### src/rtl/pixel_stream_packer_pkg.sv
// Sensor configuration shared by the pixel stream packer and its FIFO:
// geometry constants, the captured pixel word and the tagged FIFO entry.
package pixel_stream_packer_pkg;

    localparam int OUTPUT_BUS_WIDTH   = 2;
    localparam int PIXEL_BITS         = 8;
    localparam int PIXEL_ARRAY_WIDTH  = 2;
    localparam int PIXEL_ARRAY_HEIGHT = 2;
    localparam int WORDS_PER_ROW      = PIXEL_ARRAY_WIDTH / OUTPUT_BUS_WIDTH;

    typedef logic [OUTPUT_BUS_WIDTH-1:0][PIXEL_BITS-1:0] pixel_word_t;

    typedef struct packed {
        logic        sof;
        logic        eol;
        logic        eof;
        pixel_word_t data;
    } stream_entry_t;

    // Counter width for a 0..n-1 range; never narrower than one bit.
    function automatic int cnt_width(input int n);
        return (n > 1) ? $clog2(n) : 1;
    endfunction

endpackage

### src/rtl/stream_fifo.sv
// Small synchronous FIFO of tagged stream entries. A push into a full FIFO
// is accepted when a pop lands in the same cycle. The head is read from
// storage flops only and is forced to zero while the FIFO is empty.
module stream_fifo
    import pixel_stream_packer_pkg::*;
#(
    parameter type entry_t = stream_entry_t,
    parameter int  DEPTH   = 4
) (
    input  logic   CLK,
    input  logic   RESET,
    input  logic   push,
    input  entry_t push_data,
    input  logic   pop,
    output logic   full,
    output logic   empty,
    output entry_t head
);

    localparam int AW = cnt_width(DEPTH);

    if ((DEPTH < 2) || ((1 << AW) != DEPTH)) begin : g_bad_depth
        $error("stream_fifo DEPTH must be a power of two and at least 2");
    end

    entry_t        mem [DEPTH];
    logic [AW-1:0] wr_ptr;
    logic [AW-1:0] rd_ptr;
    logic [AW:0]   count;
    logic          do_push;
    logic          do_pop;

    assign full    = (count == (AW+1)'(DEPTH));
    assign empty   = (count == '0);
    assign do_pop  = pop && !empty;
    assign do_push = push && (!full || do_pop);
    assign head    = empty ? '0 : mem[rd_ptr];

    // Pointers wrap naturally because DEPTH is a power of two.
    always_ff @(posedge CLK or posedge RESET) begin
        if (RESET) begin
            wr_ptr <= '0;
            rd_ptr <= '0;
            count  <= '0;
        end else begin
            if (do_push) wr_ptr <= wr_ptr + 1'b1;
            if (do_pop)  rd_ptr <= rd_ptr + 1'b1;
            case ({do_push, do_pop})
                2'b10:   count <= count + 1'b1;
                2'b01:   count <= count - 1'b1;
                default: count <= count;
            endcase
        end
    end

    // Entry storage; contents are don't-care until the occupancy covers them.
    always_ff @(posedge CLK) begin
        if (do_push) mem[wr_ptr] <= push_data;
    end

endmodule

### src/rtl/pixel_stream_packer.sv
// Captures sensor output words on the (resynchronised) sensor output strobe,
// tags them with frame position, queues them and presents them on a
// valid/ready stream. Tracks drops, frame-sync errors and completed frames.
module pixel_stream_packer #(
    parameter int BUS_WIDTH    = pixel_stream_packer_pkg::OUTPUT_BUS_WIDTH,
    parameter int PIXEL_BITS   = pixel_stream_packer_pkg::PIXEL_BITS,
    parameter int ARRAY_WIDTH  = pixel_stream_packer_pkg::PIXEL_ARRAY_WIDTH,
    parameter int ARRAY_HEIGHT = pixel_stream_packer_pkg::PIXEL_ARRAY_HEIGHT,
    parameter int FIFO_DEPTH   = 4
) (
    input  logic                            CLK,
    input  logic                            RESET,
    input  logic                            IN_STROBE,
    input  logic [BUS_WIDTH*PIXEL_BITS-1:0] IN_DATA,
    input  logic                            IN_FRAME_DONE,
    output logic                            OUT_VALID,
    input  logic                            OUT_READY,
    output logic [BUS_WIDTH*PIXEL_BITS-1:0] OUT_DATA,
    output logic                            OUT_SOF,
    output logic                            OUT_EOL,
    output logic                            OUT_EOF,
    output logic                            OVERFLOW,
    output logic                            SYNC_ERROR,
    output logic [15:0]                     FRAME_COUNT
);

    import pixel_stream_packer_pkg::*;

    localparam int WPR = ARRAY_WIDTH / BUS_WIDTH;
    localparam int CW  = cnt_width(WPR);
    localparam int RW  = cnt_width(ARRAY_HEIGHT);

    if ((ARRAY_WIDTH % BUS_WIDTH) != 0) begin : g_bad_width
        $error("ARRAY_WIDTH must be a multiple of BUS_WIDTH");
    end

    // Local mirrors of the package word/entry types so overridden widths work.
    typedef logic [BUS_WIDTH-1:0][PIXEL_BITS-1:0] word_t;
    typedef struct packed {
        logic  sof;
        logic  eol;
        logic  eof;
        word_t data;
    } entry_t;

    // [0],[1]: two-flop synchroniser; [2]: previous synchronised level.
    logic [2:0]    strobe_sync;
    logic [2:0]    fd_sync;
    logic          capture;
    logic          fd_rise;
    logic [CW-1:0] col;
    logic [RW-1:0] row;
    logic          col_last;
    logic          row_last;
    logic          at_origin;
    logic          resync;
    entry_t        cap_entry;
    entry_t        head;
    logic          fifo_full;
    logic          fifo_empty;
    logic          xfer;
    logic          overflow_q;
    logic          sync_err_q;
    logic [15:0]   frame_cnt;

    // Synchronise the async sensor strobes and register their rising edges.
    always_ff @(posedge CLK or posedge RESET) begin
        if (RESET) begin
            strobe_sync <= '0;
            fd_sync     <= '0;
            capture     <= 1'b0;
            fd_rise     <= 1'b0;
        end else begin
            strobe_sync <= {strobe_sync[1:0], IN_STROBE};
            fd_sync     <= {fd_sync[1:0], IN_FRAME_DONE};
            capture     <= strobe_sync[1] & ~strobe_sync[2];
            fd_rise     <= fd_sync[1] & ~fd_sync[2];
        end
    end

    assign col_last  = (col == CW'(WPR - 1));
    assign row_last  = (row == RW'(ARRAY_HEIGHT - 1));
    assign at_origin = (col == '0) && (row == '0);
    assign resync    = fd_rise && !at_origin;
    assign xfer      = OUT_VALID && OUT_READY;

    // Tags come from the counters as they stand before this cycle's update.
    always_comb begin
        cap_entry      = '0;
        cap_entry.sof  = at_origin;
        cap_entry.eol  = col_last;
        cap_entry.eof  = col_last && row_last;
        cap_entry.data = word_t'(IN_DATA);
    end

    // Frame position; advances on every capture, dropped words included.
    // A mid-frame frame-done wins over a same-cycle capture advance.
    always_ff @(posedge CLK or posedge RESET) begin
        if (RESET) begin
            col <= '0;
            row <= '0;
        end else if (resync) begin
            col <= '0;
            row <= '0;
        end else if (capture) begin
            if (col_last) begin
                col <= '0;
                row <= row_last ? '0 : row + 1'b1;
            end else begin
                col <= col + 1'b1;
            end
        end
    end

    stream_fifo #(
        .entry_t (entry_t),
        .DEPTH   (FIFO_DEPTH)
    ) u_fifo (
        .CLK       (CLK),
        .RESET     (RESET),
        .push      (capture),
        .push_data (cap_entry),
        .pop       (xfer),
        .full      (fifo_full),
        .empty     (fifo_empty),
        .head      (head)
    );

    // Sticky status flags and the completed-frame counter.
    always_ff @(posedge CLK or posedge RESET) begin
        if (RESET) begin
            overflow_q <= 1'b0;
            sync_err_q <= 1'b0;
            frame_cnt  <= '0;
        end else begin
            if (capture && fifo_full && !xfer) overflow_q <= 1'b1;
            if (resync)                        sync_err_q <= 1'b1;
            frame_cnt <= frame_cnt + 16'(xfer && head.eof);
        end
    end

    assign OUT_VALID   = !fifo_empty;
    assign OUT_DATA    = head.data;
    assign OUT_SOF     = head.sof;
    assign OUT_EOL     = head.eol;
    assign OUT_EOF     = head.eof;
    assign OVERFLOW    = overflow_q;
    assign SYNC_ERROR  = sync_err_q;
    assign FRAME_COUNT = frame_cnt;

endmodule

### config.mk
export PLATFORM = sky130hd
export DESIGN_NAME = pixel_stream_packer
export DESIGN_NICKNAME = d
export VERILOG_FILES = /design/src/rtl/pixel_stream_packer_pkg.sv /design/src/rtl/stream_fifo.sv /design/src/rtl/pixel_stream_packer.sv
export SDC_FILE = /design/constraint.sdc
export NUM_CORES = 1
export LEC_CHECK = 0
export ABC_CLOCK_PERIOD_IN_PS = 3050
export CORE_MARGIN = 8
export CORE_UTILIZATION = 40
export CTS_CLUSTER_DIAMETER = 200
export DETAILED_ROUTE_END_ITERATION = 12
export DONT_BUFFER_PORTS = 1
export GPL_TIMING_DRIVEN = 0
export PLACE_DENSITY = 0.61
export SYNTH_ARGS = -nofsm -noshare
export SYNTH_HDL_FRONTEND = slang
export SYNTH_SLANG_ARGS = --single-unit
export TNS_END_PERCENT = 50
### constraint.sdc
create_clock -name CLK -period 3.05 [get_ports CLK]
set_input_delay 0.61 -clock CLK [delete_from_list [all_inputs] [get_ports CLK]]
set_output_delay 0.61 -clock CLK [all_outputs]
set_load 0.02 [all_outputs]
==> results of run 1 <==
## layout make-up
class,count,area (um2)
fillers,916,5659
flip-flops and latches,106,3013
multi-input cells,105,1060
well taps,136,170.2
clock buffers,9,123.9
clock inverters,7,75.07
plain buffers,8,50.05
inverters,9,33.78
## sequential cells by signal, indices dropped and copies added (netlist names)
register / flops
capture: 1
u_fifo.rd_ptr: 2
u_fifo.count: 3
u_fifo.wr_ptr: 2
row: 1
OVERFLOW: 1
fd_rise: 1
FRAME_COUNT: 16
u_fifo.mem: 72
strobe_sync: 3
SYNC_ERROR: 1
fd_sync: 3
## report_power, final
group	total (mW)	internal, mW	switching [mW]	leakage [nW]
Sequential	1.92	1.75	0.175	1.07
Combinational	1.16	0.466	0.690	0.481
Clock	0.839	0.325	0.514	0.0985
Total	3.92	2.54	1.38	1.65
## cell usage in the layout (no fill, tap or decap), types with 4 or more instances in the layout
cell type,n
and2_1,23
clkbuf_8,9
dfrtp_1,34
edfxtp_1,72
ha_1,7
inv_1,8
mux4_2,18
nand2_1,6
nand3_1,5
nor2_1,4
xnor2_1,11
xor2_1,9
## cells by family after synthesis
logic type,Yosys count
flip-flops,106
AND/OR/NAND/NOR,54
XOR/XNOR,20
multiplexers,19
buffers and inverters,17
adder cells (fa/ha/maj),8
AO/OA/AOI/OAI,4
## layer usage
| metal | track usage [%] | vias up | part of all wire [%] |
|---|---|---|---|
| met5 | 0 | - | 0 |
| met4 | 4.083 | 0 | 1.6 |
| met3 | 5.276 | 10 | 10 |
| met2 | 15.68 | 52 | 46 |
| met1 | 11.89 | 952 | 42 |
| li1 | - | 858 | - |
## critical path: stages (launching register included)
cell and delay [ns]:
dfrtp_1 0.41, or3_1 0.17, clkbuf_1 0.37, and3_1 0.28
ha_1 0.22, ha_1 0.23, nand4_1 0.20, nor3_2 0.35
nand3_1 0.14, xnor2_1 0.15
## worst paths after layout
path,endpoint
min reg2reg,strobe_sync[1]$_DFF_PP0_
max reg2reg,FRAME_COUNT[12]$_DFF_PP0_
max in group asynchronous,FRAME_COUNT[3]$_DFF_PP0_
min in group CLK,strobe_sync[0]$_DFF_PP0_
max,FRAME_COUNT[12]$_DFF_PP0_
min,FRAME_COUNT[14]$_DFF_PP0_
## through the flow
step	total power, mW	utilization, %
final	3.920	44.43
after floorplan	2.911	-
after detailed placement	3.152	42.48
after global routing	4.154	44.43
after global placement	3.131	42.48
after CTS	3.993	44.43
==> flow_summary.json, run 1 <==
{
  "antenna_found_initial": 0,
  "cp_data_arrival_time_ns": 2.85,
  "synth_top_area_share_pct": 52.02,
  "hp-class": "primary input to asynchronous set/reset pin",
  "yosysSeqAreaShare_pct": 72.49,
  "clock-skew-final_ns": 0.01807,
  "ctsHtreeMaxLevel": 3,
  "wire_per_inst_um": 17.95,
  "post-route-drc-count": 0,
  "dieArea_um2": 13910,
  "grt_pass1_vias": 2053,
  "yosysMostFrequentCell": "edfxtp_1",
  "path_class": "flip-flop to flip-flop",
  "track_usage_pct": 10.22,
  "placed_cells": 364,
  "viasPerCell": 4.926,
  "fin_crit_sh_pct": 85.79,
  "synthArstFlopShare_pct": 32.08,
  "die_x_um": 117.9,
  "syn_nets": 257,
  "synth-simple-area-share_pct": 8.037,
  "crit_path_start_kind": "flip-flop",
  "synthMuxAreaShare_pct": 9.994,
  "crit_path_end_kind": "flip-flop",
  "rsz0062_at_grt": "no",
  "stdcell_area_um2": 4526,
  "synth_adder_area_share_pct": 2.589,
  "io_buffers": 0,
  "root_buffer": "clkbuf_8",
  "ys_seq_elements": 106,
  "first_pass_iters": 3,
  "final_nets": 268,
  "leakage_nw": 1.653,
  "synth_top_family_by_area": "multiplexers",
  "synth_area_leaders": "edfxtp_1 (52%), dfrtp_1 (20%), mux4_2 (9.8%), and2_1 (3.5%), xnor2_1 (2.3%)",
  "avgSynthCellArea_um2": 18.23,
  "grt-ovfl-total": 0,
  "hold_violations": 0,
  "crit_start": "u_fifo.count[0]$_DFFE_PP0P_",
  "grt_pass1_wl_mm": 11.03,
  "syn_area_um2": 4156,
  "ff2ff_path_depth": 9,
  "yosys.area.top_type": "edfxtp_1",
  "post-place-ws_ns": 0.4683,
  "slew_violations": 0,
  "worst_pin_slew_ns": 0.9710,
  "post_cts_buffers": 0,
  "dr.first_iter.drc_count": 77,
  "initial_core_util_pct": 40.81,
  "clockBufferDepth": 2,
  "fin_cells": 380,
  "synth_flop_cell": "edfxtp_1",
  "die_h_um": 117.9,
  "syn_to_final_growth_pct": 8.880,
  "status": "completed",
  "layout_min_cycle_time_ns": 2.617,
  "clock-sinks": 106,
  "cts.clk_slew.worst_paths_ns": 0.11,
  "ctsResizeCount": 0,
  "regToRegStartpoint": "u_fifo.count[0]$_DFFE_PP0P_",
  "n_antenna_cell": 0,
  "synth.distinct_cells": 29,
  "syn_inst": 228,
  "finalSetupTns_ns": 0,
  "postCtsHoldBufs": 0,
  "fmax_mhz": 382.2,
  "synth-compound-area-share_pct": 0.6623,
  "cp.required_ns": 3.28,
  "dp_hpwl_mm": 4.575,
  "r2r_slack_ns": 0.43,
  "finalSetupViolations": 0,
  "ant_nets": 0,
  "synth_top_cells_by_count": "edfxtp_1 (72), dfrtp_1 (34), and2_1 (23)",
  "drv_cap": 0,
  "cts_buffers": 9,
  "hold_slack_ns": 0.2314,
  "drt_wl_total_mm": 6.822,
  "yosysWarnings": 0,
  "core_area_um2": 10180,
  "slew-limit-headroom_pct": 35.27,
  "setup_slack_ns": 0.4333,
  "grt_max_degree": 35,
  "synth_edf_count": 72,
  "cts_tree": "built",
  "irDropWorstVdd_uv": 288.1,
  "worstPathMaxFanout": 10,
  "synth_xor_area_share_pct": 4.214,
  "drive_above_1_share_pct": 18.44,
  "clk_latency_ns": 0.36,
  "fp-row-count": 37,
  "finalWeightedCongestion": 0.7044,
  "via_count": 1872,
  "place_area_um2": 4327,
  "ios": 59,
  "powerDensity_nw_per_um2": 866.3
}
No activity file was read; power rests on OpenSTA's default activity.
==> inputs of run 2 (changes only) <==
--- a/config.mk
+++ b/config.mk
@@ -12,6 +12,7 @@
 export DETAILED_ROUTE_END_ITERATION = 12
 export DONT_BUFFER_PORTS = 1
 export GPL_TIMING_DRIVEN = 0
+export HOLD_SLACK_MARGIN = 0.08
 export PLACE_DENSITY = 0.61
 export SYNTH_ARGS = -nofsm -noshare
 export SYNTH_HDL_FRONTEND = slang
==> results of run 2 <==
Final layout, timing and power as in run 1 (identical DEF).
